$ cat src/rtl/stream_run_pkg.sv
// Shared types for the coprocessor run sequencer: FSM state encoding and
// error-flag bit positions.
package stream_run_pkg;

  localparam int ST_W = 2;

  typedef enum logic [ST_W-1:0] {
    IDLE  = 2'd0,
    RUN   = 2'd1,
    DRAIN = 2'd2,
    DONE  = 2'd3
  } state_e;

  localparam int ERR_SIZE0 = 0;
  localparam int ERR_TLAST = 1;

endpackage

$ cat src/rtl/beat_counter.sv
// Beat counter with synchronous clear and a last-beat flag against a run limit.
module beat_counter #(
  parameter int SIZE = 12
) (
  input  logic            aclk,
  input  logic            aresetn,
  input  logic            clr,
  input  logic            en,
  input  logic [SIZE-1:0] lim,
  output logic [SIZE-1:0] count,
  output logic            at_last
);

  localparam logic [SIZE-1:0] ONE = {{(SIZE-1){1'b0}}, 1'b1};

  // Count accepted beats; clear has priority over increment.
  always_ff @(posedge aclk or negedge aresetn) begin
    if (!aresetn) begin
      count <= {SIZE{1'b0}};
    end else if (clr) begin
      count <= {SIZE{1'b0}};
    end else if (en) begin
      count <= count + ONE;
    end else begin
      count <= count;
    end
  end

  assign at_last = (count == (lim - ONE));

endmodule

$ cat src/rtl/stream_run_ctrl.sv
// Run sequencer: gates the stream handshakes around a datapath for one run of
// a host-specified token count, generating tlast, done and sticky errors.
module stream_run_ctrl
  import stream_run_pkg::*;
#(
  parameter int SIZE = 12
) (
  input  logic            aclk,
  input  logic            aresetn,
  input  logic            start,
  input  logic            abort,
  input  logic [SIZE-1:0] size,
  input  logic            s_axis_tvalid,
  output logic            s_axis_tready,
  input  logic            s_axis_tlast,
  output logic            dp_in_valid,
  input  logic            dp_in_ready,
  input  logic            dp_out_valid,
  output logic            dp_out_ready,
  output logic            m_axis_tvalid,
  input  logic            m_axis_tready,
  output logic            m_axis_tlast,
  output logic            busy,
  output logic            done,
  output logic [1:0]      err,
  output logic [SIZE-1:0] in_cnt,
  output logic [SIZE-1:0] out_cnt
);

  state_e          state_r;
  logic [SIZE-1:0] size_r;

  logic in_open_s, out_open_s, out_full_s;
  logic in_beat_s, out_beat_s;
  logic in_at_last_s, out_at_last_s;
  logic accept_s, cnt_clr_s;
  logic in_done_s, out_done_s;

  assign accept_s   = (state_r == IDLE) && start && (size != {SIZE{1'b0}});
  assign cnt_clr_s  = abort | accept_s;
  assign out_full_s = (out_cnt == size_r);
  assign in_beat_s  = s_axis_tvalid & s_axis_tready;
  assign out_beat_s = m_axis_tvalid & m_axis_tready;
  assign in_done_s  = in_beat_s & in_at_last_s;
  // Output side is finished either already full or completing on this beat.
  assign out_done_s = out_full_s | (out_beat_s & out_at_last_s);

  // Handshake gating: pass-through while the corresponding path is open.
  always_comb begin
    in_open_s     = (state_r == RUN);
    out_open_s    = ((state_r == RUN) || (state_r == DRAIN)) && !out_full_s;
    s_axis_tready = in_open_s & dp_in_ready;
    dp_in_valid   = in_open_s & s_axis_tvalid;
    m_axis_tvalid = out_open_s & dp_out_valid;
    dp_out_ready  = out_open_s & m_axis_tready;
    m_axis_tlast  = m_axis_tvalid & out_at_last_s;
  end

  beat_counter #(.SIZE(SIZE)) u_in_cnt (
    .aclk    (aclk),
    .aresetn (aresetn),
    .clr     (cnt_clr_s),
    .en      (in_beat_s),
    .lim     (size_r),
    .count   (in_cnt),
    .at_last (in_at_last_s)
  );

  beat_counter #(.SIZE(SIZE)) u_out_cnt (
    .aclk    (aclk),
    .aresetn (aresetn),
    .clr     (cnt_clr_s),
    .en      (out_beat_s),
    .lim     (size_r),
    .count   (out_cnt),
    .at_last (out_at_last_s)
  );

  // Run FSM with registered busy/done/err status.
  always_ff @(posedge aclk or negedge aresetn) begin
    if (!aresetn) begin
      state_r <= IDLE;
      size_r  <= {SIZE{1'b0}};
      err     <= 2'b00;
      busy    <= 1'b0;
      done    <= 1'b0;
    end else if (abort) begin
      state_r <= IDLE;
      busy    <= 1'b0;
      done    <= 1'b0;
    end else begin
      done <= 1'b0;
      case (state_r)
        IDLE: begin
          if (start && (size == {SIZE{1'b0}})) begin
            err[ERR_SIZE0] <= 1'b1;
          end else if (start) begin
            size_r  <= size;
            err     <= 2'b00;
            busy    <= 1'b1;
            state_r <= RUN;
          end else begin
            state_r <= IDLE;
          end
        end
        RUN: begin
          // tlast must be high exactly on the final input beat.
          if (in_beat_s && (s_axis_tlast != in_at_last_s)) begin
            err[ERR_TLAST] <= 1'b1;
          end else begin
            err <= err;
          end
          if (in_done_s && out_done_s) begin
            busy    <= 1'b0;
            done    <= 1'b1;
            state_r <= DONE;
          end else if (in_done_s) begin
            state_r <= DRAIN;
          end else begin
            state_r <= RUN;
          end
        end
        DRAIN: begin
          if (out_done_s) begin
            busy    <= 1'b0;
            done    <= 1'b1;
            state_r <= DONE;
          end else begin
            state_r <= DRAIN;
          end
        end
        DONE: begin
          state_r <= IDLE;
        end
        default: begin
          busy    <= 1'b0;
          state_r <= IDLE;
        end
      endcase
    end
  end

endmodule

$ cat config.mk
export PLATFORM = sky130hd
export DESIGN_NAME = stream_run_ctrl
export DESIGN_NICKNAME = d
export VERILOG_FILES = /design/src/rtl/stream_run_pkg.sv /design/src/rtl/beat_counter.sv /design/src/rtl/stream_run_ctrl.sv
export SDC_FILE = /design/constraint.sdc
export NUM_CORES = 1
export LEC_CHECK = 0
export BUFFER_PORTS_ARGS = -buffer_cell sky130_fd_sc_hd__buf_4
export CELL_PAD_IN_SITES_DETAIL_PLACEMENT = 1
export CELL_PAD_IN_SITES_GLOBAL_PLACEMENT = 1
export CORE_MARGIN = 2
export CORE_UTILIZATION = 38
export DETAILED_ROUTE_END_ITERATION = 8
export GPL_ROUTABILITY_DRIVEN = 0
export HOLD_SLACK_MARGIN = 0.02
export PLACE_DENSITY_LB_ADDON = 0.05
export SYNTH_ARGS = -nofsm -noshare
export SYNTH_HDL_FRONTEND = slang
export SYNTH_SLANG_ARGS = --single-unit
$ cat constraint.sdc
create_clock -name aclk -period 2.8 [get_ports aclk]
set_input_delay 0.28 -clock aclk [delete_from_list [all_inputs] [get_ports aclk]]
set_output_delay 0.28 -clock aclk [all_outputs]
set_load 0.03 [all_outputs]
# ---- Yosys cells after proc, flatten, opt, wreduce, memory -nomap -nowiden
# Cells that the tools add are included.
dict set report classes {
  add_sub_neg 3
  n_eq_ne 14
  mux 26
  bitwise 14
  n_reduce_logical 20
}
# operator n
set ops {}
lappend ops {{12-bit two-way mux} 4}
lappend ops {{12-bit equality test} 3}
lappend ops {{12-bit by 1-bit adder with 12-bit output (second input constant)} 2}
lappend ops {{1-bit two-way mux} 13}
lappend ops {{12-bit zero test} 1}
lappend ops {{12-bit nonzero test} 1}
lappend ops {{12-bit by 1-bit subtractor with 12-bit output (second input constant)} 1}
lappend ops {{2-bit two-way mux} 5}
lappend ops {{5-bit AND reduction} 2}
lappend ops {{1-bit AND} 9}
lappend ops {{3-bit != test (second input constant)} 3}
lappend ops {{2-bit one-hot mux with 4 select lines} 1}
lappend ops {{4-bit AND reduction} 2}
lappend ops {{2-bit nonzero test} 4}
lappend ops {{1-bit logical AND} 6}
lappend ops {{2-bit equality test (second input constant)} 2}
lappend ops {{2-bit != test (second input constant)} 2}
lappend ops {{2-bit one-hot mux with 2 select lines} 1}
lappend ops {{4-bit nonzero test} 1}
lappend ops {{3-bit by 2-bit != test with 1-bit output (second input constant)} 1}
lappend ops {{1-bit inverter} 3}
lappend ops {{1-bit one-hot mux with 3 select lines} 1}
lappend ops {{2-bit by 1-bit equality test with 1-bit output (second input constant)} 1}
lappend ops {{2-bit zero test} 1}
lappend ops {{other kinds (6)} 7}
dict set report totals {
  register_bits 42
  input_bits 21
  output_inout_bits 33
  word_cells 85
}

# ---- Longest topological paths before layout
# Gate-level depths: netlist of the first run.
dict set report logic_depth {
  ltp_word 11
  mapped_depth 12
  depth_no_buf 10
}

# ---- Hierarchy
# From an unflattened synthesis of the first run, not the netlist that was laid out.
dict set report unflattened {
  cells_unflattened 342
  area_unflattened_um2 3093.0
}
# mod n_inst cells_per_inst area_each_um2 seq_area_each_um2
set by_module_without_submodules {}
lappend by_module_without_submodules {beat_counter 2 116 970.9 300.3}
lappend by_module_without_submodules {stream_run_ctrl 1 110 1151.1 450.4}

# ---- Worst setup path after synthesis of the first run
# OpenSTA, ideal clock, no wires.
dict set report synth_timing {
  kind {reg-to-reg}
  startpoint {register size_r[0]}
  endpoint {register busy}
  setup_ns 0.128
  arrival_ns 2.726
  t_required_ns 2.672
  path_slack_ns -0.054
  stages_incl_launch_ff 13
  n_path_buf 2
  period_less_slack_ns 2.854
  cell_sequence {dfrtp_1 clkbuf_1 inv_1 ha_1 buf_2 nor3b_1 nor2b_1 or4_1 o211ai_1 and4_4 a31oi_4 o41ai_2 mux2_1}
}
dict set report synth_between {
  elab_chain_cells 10
  elab_cells_between_ends 15
  classes_between {1 x add/sub; 5 x eq/ne; 5 x bitwise; 4 x reduce/logical}
}
# item line
set synth_rtl {}
lappend synth_rtl {{from (decl)} stream_run_ctrl.sv:31} ;# logic [SIZE-1:0] size_r;
lappend synth_rtl {{from (signal assigned)} stream_run_ctrl.sv:83} ;# size_r <= {SIZE{1'b0}};
lappend synth_rtl {{from (signal assigned)} stream_run_ctrl.sv:98} ;# size_r <= size;
lappend synth_rtl {{parallel branches: the longest is 9 deep, another holds 12-bit by 1-bit subtractor with 12-bit output} n/a}
lappend synth_rtl {{5-bit AND reduction (no source line) (*)} n/a}
lappend synth_rtl {{to (signal assigned)} stream_run_ctrl.sv:114} ;# busy <= 1'b0;
lappend synth_rtl {{to (signal assigned)} stream_run_ctrl.sv:125} ;# busy <= 1'b0;
lappend synth_rtl {{to (signal assigned)} stream_run_ctrl.sv:136} ;# busy <= 1'b0;
lappend synth_rtl {{to (decl)} stream_run_ctrl.sv:23} ;# output logic busy,
# Mark *: on every way between the ends.
# A chain may end at the register's enable or synchronous reset.

# ---- Worst setup path in the final report of the first run
dict set report layout_timing {
  startpoint {register size_r[4]}
  endpoint {register busy}
}
# Same word-level chain as after synthesis.

==> results of run 1 <==
==> worst register-to-register path: cells and delay by family (launching register included) <==
| family | cells | cell delay, ns |
|---|---|---|
| flip-flops | 1 | 0.54 |
| AND/OR/NAND/NOR | 3 | 1.00 |
| AO/OA/AOI/OAI | 4 | 0.70 |
| multiplexers | 1 | 0.34 |
==> metal layers <==
layer	part of all wire	track usage	wire length, um
met1	0.48	0.2852	4038
met2	0.48	0.3339	4040
met3	0.035	0.02988	297
met4	0.014	0.04545	122
met5	0	0	0
==> report_power, final <==
| group | leakage [nW] | total, mW | internal, mW | switching [mW] |
|---|---|---|---|---|
| Combinational | 0.980 | 0.553 | 0.248 | 0.305 |
| Clock | 0.0575 | 0.464 | 0.249 | 0.215 |
| Sequential | 0.560 | 0.713 | 0.643 | 0.0694 |
| Total | 1.60 | 1.73 | 1.14 | 0.589 |
==> per-stage QoR <==
step	util	setup WS (ns)	std cells	TNS, ns	cell area (um^2)
floorplan	-	0.02884	317	0	2913
global placement	0.4789	0.1195	474	0	3511
detailed placement	0.4789	0.1074	474	0	3511
CTS	0.4953	0.01474	483	0	3631
global route	0.4979	-0.04087	483	-0.09160	3650
finish	0.4979	0.1090	483	0	3650
==> kinds of logic after synthesis <==
logic type	share of synthesized area
AO/OA/AOI/OAI	0.1300
XOR/XNOR	0.1566
adder cells (fa/ha/maj)	0.02582
buffers and inverters	0.03743
flip-flops	0.3614
multiplexers	0.04604
AND/OR/NAND/NOR	0.2427
==> final cells by class <==
cell class / instances / area, um^2
Multi-Input combinational cell: 252 / 1777
Timing Repair Buffer: 74 / 558.0
Clock buffer: 8 / 110.1
Fill cell: 882 / 3681
Sequential cell: 42 / 1051
Tap cell: 99 / 123.9
Inverter: 8 / 30.03
==> cells in the mapped netlist (3+ instances only) <==
| library cell | number |
|---|---|
| nor3_1 | 9 |
| clkbuf_1 | 9 |
| o21ai_1 | 3 |
| dfrtp_1 | 42 |
| mux2_2 | 10 |
| ha_1 | 6 |
| and3_1 | 8 |
| a21oi_1 | 10 |
| xnor2_1 | 18 |
| nor2_1 | 34 |
| nor4_1 | 4 |
| xor2_1 | 34 |
| inv_1 | 8 |
| or3_1 | 6 |
| nand3_1 | 11 |
| nand2_1 | 21 |
| nor2b_1 | 5 |
| and2_1 | 3 |
| nand4_1 | 13 |
| o21ai_0 | 15 |
| buf_2 | 3 |
| nor4_2 | 4 |
==> final timing paths <==
kind / end / depth (start not counted)
worst min-delay path: size_r[1] / 3
worst max register to register: busy / 8
min in group asynchronous: size_r[1] / 2
max in group asynchronous: u_in_cnt.count[4] / 2
worst max-delay path: busy / 8
worst min register to register: err[0] / 2
==> repair_timing <==
item,4_1_cts,5_1_grt
gates resized for setup,0,6
setup endpoints to repair,0,4
hold buffers,1,0
endpoints found under the hold margin,42,0
==> cells in the final DEF, fill, tap and decap left out, types with 2 or more instances in the layout <==
cell type	Yosys	layout
a211oi_1	2	2
a21boi_1	2	2
a21oi_1	10	10
a32oi_1	2	2
and2_1	3	3
and3_1	8	8
buf_4	1	73
clkbuf_8	0	8
dfrtp_1	42	42
ha_1	6	5
inv_1	8	8
mux2_2	10	10
nand2_1	21	21
nand3_1	11	11
nand4_1	13	13
nor2_1	34	33
nor2b_1	5	5
nor3_1	9	7
nor3_2	2	4
nor3b_2	0	2
nor4_1	4	4
nor4_2	4	4
o21ai_0	15	14
o21ai_1	3	4
or3_1	6	6
xnor2_1	18	18
xor2_1	34	34
==> state kept, by name (all words and copies together), names as in the netlist <==
name	flops
u_in_cnt.count	12
u_out_cnt.count	12
size_r	12
state_r	2
err	2
busy	1
done	1
==> results.md, run 1 <==
- Cells after Synth: 317
- Area Overhead vs Synth: 25.52%
- Initial Util: 0.3967
- Total track usage: 0.2042
- Hold crit path type: in2reg
- Sequential area share after synthesis: 0.3614
- Yosys warns: 0
- 1st-iter DRT viols: 80
- Synthesized flop and latch total: 42
- Cell family with most CP delay: simple AND/OR/NAND/NOR gates
- DP HPWL: 6534 um
- Synth Area per Inst: 9.173 um^2
- Post-Synthesis Net Count: roughly 340
- Unrepaired setup endpoints after global routing: true
- Core area: 0.007331 mm^2
- First-pass GRT wire length: between 10000 and 15000 um
- Critical path buffer and inverter count: 0
- H-tree depth: 2
- Leakage Power: 1.597 nW
- CTS tree: done
- Post-synth top area share: 0.3614
- Port bufs: 53
- Relative slew slack: 0.3180
- TritonCTS buffer count: 5
- Critical path startpoint category: flip-flop
- Max cap viols: 0
- PD cells: between 400 and 500 mW/mm^2
- Yosys cell types: between 50 and 60
- Die width: 91.48 um
- Clock latency at the later pin of the worst-skew pair: roughly 0.3 ns
- Outcome: finished clean
- ANT nets after route: 0
- Drt pass-1 iters: 4
- Max clock buf depth: 2
- Share of post-route cells with drive strength above 1: 0.2917
- Ys flop type: dfrtp_1
- Most area-hungry cell type in the Yosys netlist: dfrtp_1
- DR vias/cell: ~5.4
- Max Fclk: 371.6 MHz
- WL final: 8499 um
- DR DRC count: 0
- Max VDD drop: 0.0001412 V
- Crit path cell chain: or3_1 -> nor4_2 -> a32o_1 -> o21a_1 -> and4_4 -> a31oi_4 -> o41ai_2 -> mux2_1
- Max Slew Vio Count: 0
- Synth async-reset ratio: 1.000
- Boundary pin count: between 50 and 60
- Fin crit share: 0.9611
- Post-Syn Area: 0.002908 mm^2
- Total power: 1.729 mW
- Grt ovf: 0
- Slowest stage cell on the critical path: dfrtp_1
- Slowest stage delay, CP: 0.54 ns
- Worst reg-to-reg setup slack: 0.11 ns
- Clock Tree Root: clkbuf_8
- CTS Sinks: 42
- Critical path arrival: about 2.9 ns
- Row count: 31
- Least-Margin Pin Slew: 1.019 ns
- Hold Vio Cnt, Final: 0
- # setup viols final: 0
- Via count: 2627
- Vias in the first global route: 2595
- Top post-synthesis cells by area: dfrtp_1, xor2_1, xnor2_1
- Worst Skew: 0.006351 ns
- CP Capture Type: flip-flop
- Die area: 0.008368 mm^2
- Min cycle time layout: 2.691 ns
- Crit path kind: reg2reg
- CP required: 2.99 ns
- Min-delay src: size[1]
- Worst hold slack: 0.2023 ns
- Drt wl/cell: 17.60 um
- # diodes: 0
- Pin count of the biggest net entering global routing: 43
- Worst r2r src: size_r[4]
- DIE HEIGHT: roughly 90 um
- Postcts setup bufs: 0
- Critical path origin: size_r[4]
- CP Max Fanout: 9
- Initial antenna violation count: 0
- Nets@finish: 410
- Number of flops mapped to enable cells by yosys: 0
- Clock transition at path regs: 0.08 ns
(Power assumes the default switching activity.)
==> inputs of run 2 (changes only) <==
Settings changed: CORE_UTILIZATION 38 to 46, SETUP_SLACK_MARGIN set to 0.3.
Clock period 2.8 ns to 3.1 ns, I/O delays scaled along.
==> run 2 against run 1 <==
Effect of this change: sequential power decreased by 3.8%; routed wire length increased by 5.8%; fmax decreased by 4.6%; first-iteration DRC count increased by 110%; hold slack got worse by 0.21 ns; clock skew increased by 0.0013 ns; largest power group unchanged; critical path type unchanged; the run now ends with hold timing left; core utilization increased by 10 points; critical path depth increased by 3.
==> results.md, run 2 (synthesis results as in run 1) <==
- CTS Sinks: 42
- Critical path arrival: 3.00 ns
- Max VDD drop: 0.0002171 V
- DR vias/cell: 5.962
- Boundary pin count: 54
- Port bufs: 53
- TritonCTS buffer count: 5
- # diodes: 0
- Unrepaired setup endpoints after global routing: true
- Area Overhead vs Synth: 24.70%
- Failing checks: hold timing
- Setup TNS: 0 ns
- Grt ovf: 0
- Final Util: 0.6017
- Worst Skew: 0.007614 ns
- Pin count of the biggest net entering global routing: 43
- Least-Margin Pin Slew: ~1.1 ns
- Core area: 0.006026 mm^2
- Share of post-route cells with drive strength above 1: 0.3138
- CP Max Fanout: 8
- Post-route cell area: 0.003626 mm^2
- Max Fclk: 354.6 MHz
- Hold Vio Cnt, Final: 12
- Fin crit share: 0.9096
- DP HPWL: 6179 um
- Worst r2r src: size_r[1]
- Worst hold slack: -0.01084 ns
- Drt wl/cell: 19.94 um
- Critical path startpoint category: flip-flop
- Max cap viols: 0
- Max clock buf depth: 2
- # setup viols final: 0
- ANT nets after route: 0
- Die area: 0.006973 mm^2
- Initial Util: 0.4826
- CP required: between 3 and 4 ns
- Largest regs: size_r (12), u_in_cnt.count (12), u_out_cnt.count (12)
- Row count: 28
- Outcome: finished with violations
- Vias in the first global route: 2673
- CTS tree: done
- H-tree depth: 2
- Crit path cell chain: inv_2 -> ha_4 -> buf_4 -> xnor2_1 -> xor2_1 -> nand4_1 -> nor3_2 -> and4_4 -> a31oi_4 -> o41ai_2 -> mux2_2
- 1st-iter DRT viols: 165
- Clock latency at the later pin of the worst-skew pair: 0.30 ns
- Die width: 83.51 um
- Total track usage: 0.2585
- Clock Tree Root: clkbuf_8
- Most common cell after layout, fill and taps aside: buf_4
- Leakage Power: 1.551 nW
- Placed Cells incl. Taps: between 400 and 500
- Slowest stage delay, CP: between 0.4 and 0.5 ns
- Final Non-Filler Cells: 451
- Max Slew Vio Count: 0
- Most frequent cells in the layout: buf_4, dfrtp_1, xor2_1, nor2_1, nand2_1
- DIE HEIGHT: roughly 84 um
- Crit path kind: reg2reg
- Drt pass-1 iters: 4
- Min cycle time layout: 2.820 ns
- First-pass GRT wire length: around 14000 um
- WL final: 8995 um
- Hold crit path type: in2async
- Via count: roughly 2700
- Post-place instance area: roughly 0.0033 mm^2
- Clock transition at path regs: approximately 0.090 ns
- Critical path origin: size_r[1]
- Hold_buf cts: 0
- Slowest stage cell on the critical path: dfrtp_2
- Relative slew slack: 0.2364
- Nets@finish: 403
- Initial antenna violation count: 0
- CP Capture Type: flip-flop
- DR DRC count: 0
- PD cells: 429.1 mW/mm^2
==> run 2: changes by cell type in the layout (fill, tap and decap cells not counted), moves of 2 or more <==
cell / previous run / this run
dfrtp_1: 42 / 36
inv_1: 8 / 6
nor4_2: 4 / 2
buf_4: 73 / 67
dfrtp_2: 0 / 6
inv_2: 0 / 2
nor4_4: 0 / 3
clkbuf_8: 8 / 5
nor2_1: 33 / 31
==> run 2: stage by stage <==
step                hold WS [ns]  setup slack [ns]  power (mW)
detailed placement        0.3438           0.08737       1.090
finish                  -0.01084            0.2803       1.556
global route             0.03309            0.1749       1.626
global placement          0.3357            0.2369       1.077
floorplan                0.01441            0.3288      0.9678
CTS                      0.02059            0.3155       1.507
==> run 2: final timing paths <==
check / end / depth (start not counted) / slack [ns]
worst min-delay path: size_r[7] / 1 / -0.01
max in group asynchronous: size_r[0] / 1 / 2.70
worst max-delay path: busy / 11 / 0.28
worst min register to register: err[0] / 2 / 0.52
worst max register to register: busy / 11 / 0.28
min in group aclk: size_r[5] / 3 / 0.23
==> run 2: per-layer routing <==
metal / global-route usage / vias up / part of all wire
li1: - / 1250 / -
met1: 0.3624 / 1312 / 0.43
met2: 0.4142 / 99 / 0.47
met3: 0.03759 / 28 / 0.067
met4: 0.08211 / 0 / 0.034
met5: 0 / - / 0
==> run 2: critical path: cells and delay by family, from the launching register on <==
| family | cells | cell delay, ns |
|---|---|---|
| AOI/OAI and AO/OA | 2 | 0.36 |
| xor gates and xnor gates | 2 | 0.47 |
| adders and majority gates | 1 | 0.19 |
| buffers and inverters | 2 | 0.21 |
| DFF | 1 | 0.42 |
| muxes | 1 | 0.37 |
| and+or+nand+nor | 3 | 0.68 |
==> run 2: layout make-up <==
class,count,area (um^2)
flip-flops and latches,42,1059
clock buffers,6,72.57
well taps,75,93.84
clock inverters,1,7.507
multi-input cells,252,1861
fillers,701,2400
repair buffers,67,503.0
inverters,8,30.03
==> run 2: report_power, final <==
group	internal [mW]	switching [mW]	total [mW]
clock network	0.155	0.199	0.354
logic	0.232	0.284	0.516
registers	0.584	0.103	0.686
total	0.970	0.586	1.56
==> run 2: repair_timing <==
action	in CTS	in global routing
gates resized for setup	17	12
pin swaps	5	10
endpoints found under the setup margin	4	4
cloned	0	0
buffers inserted	6	6
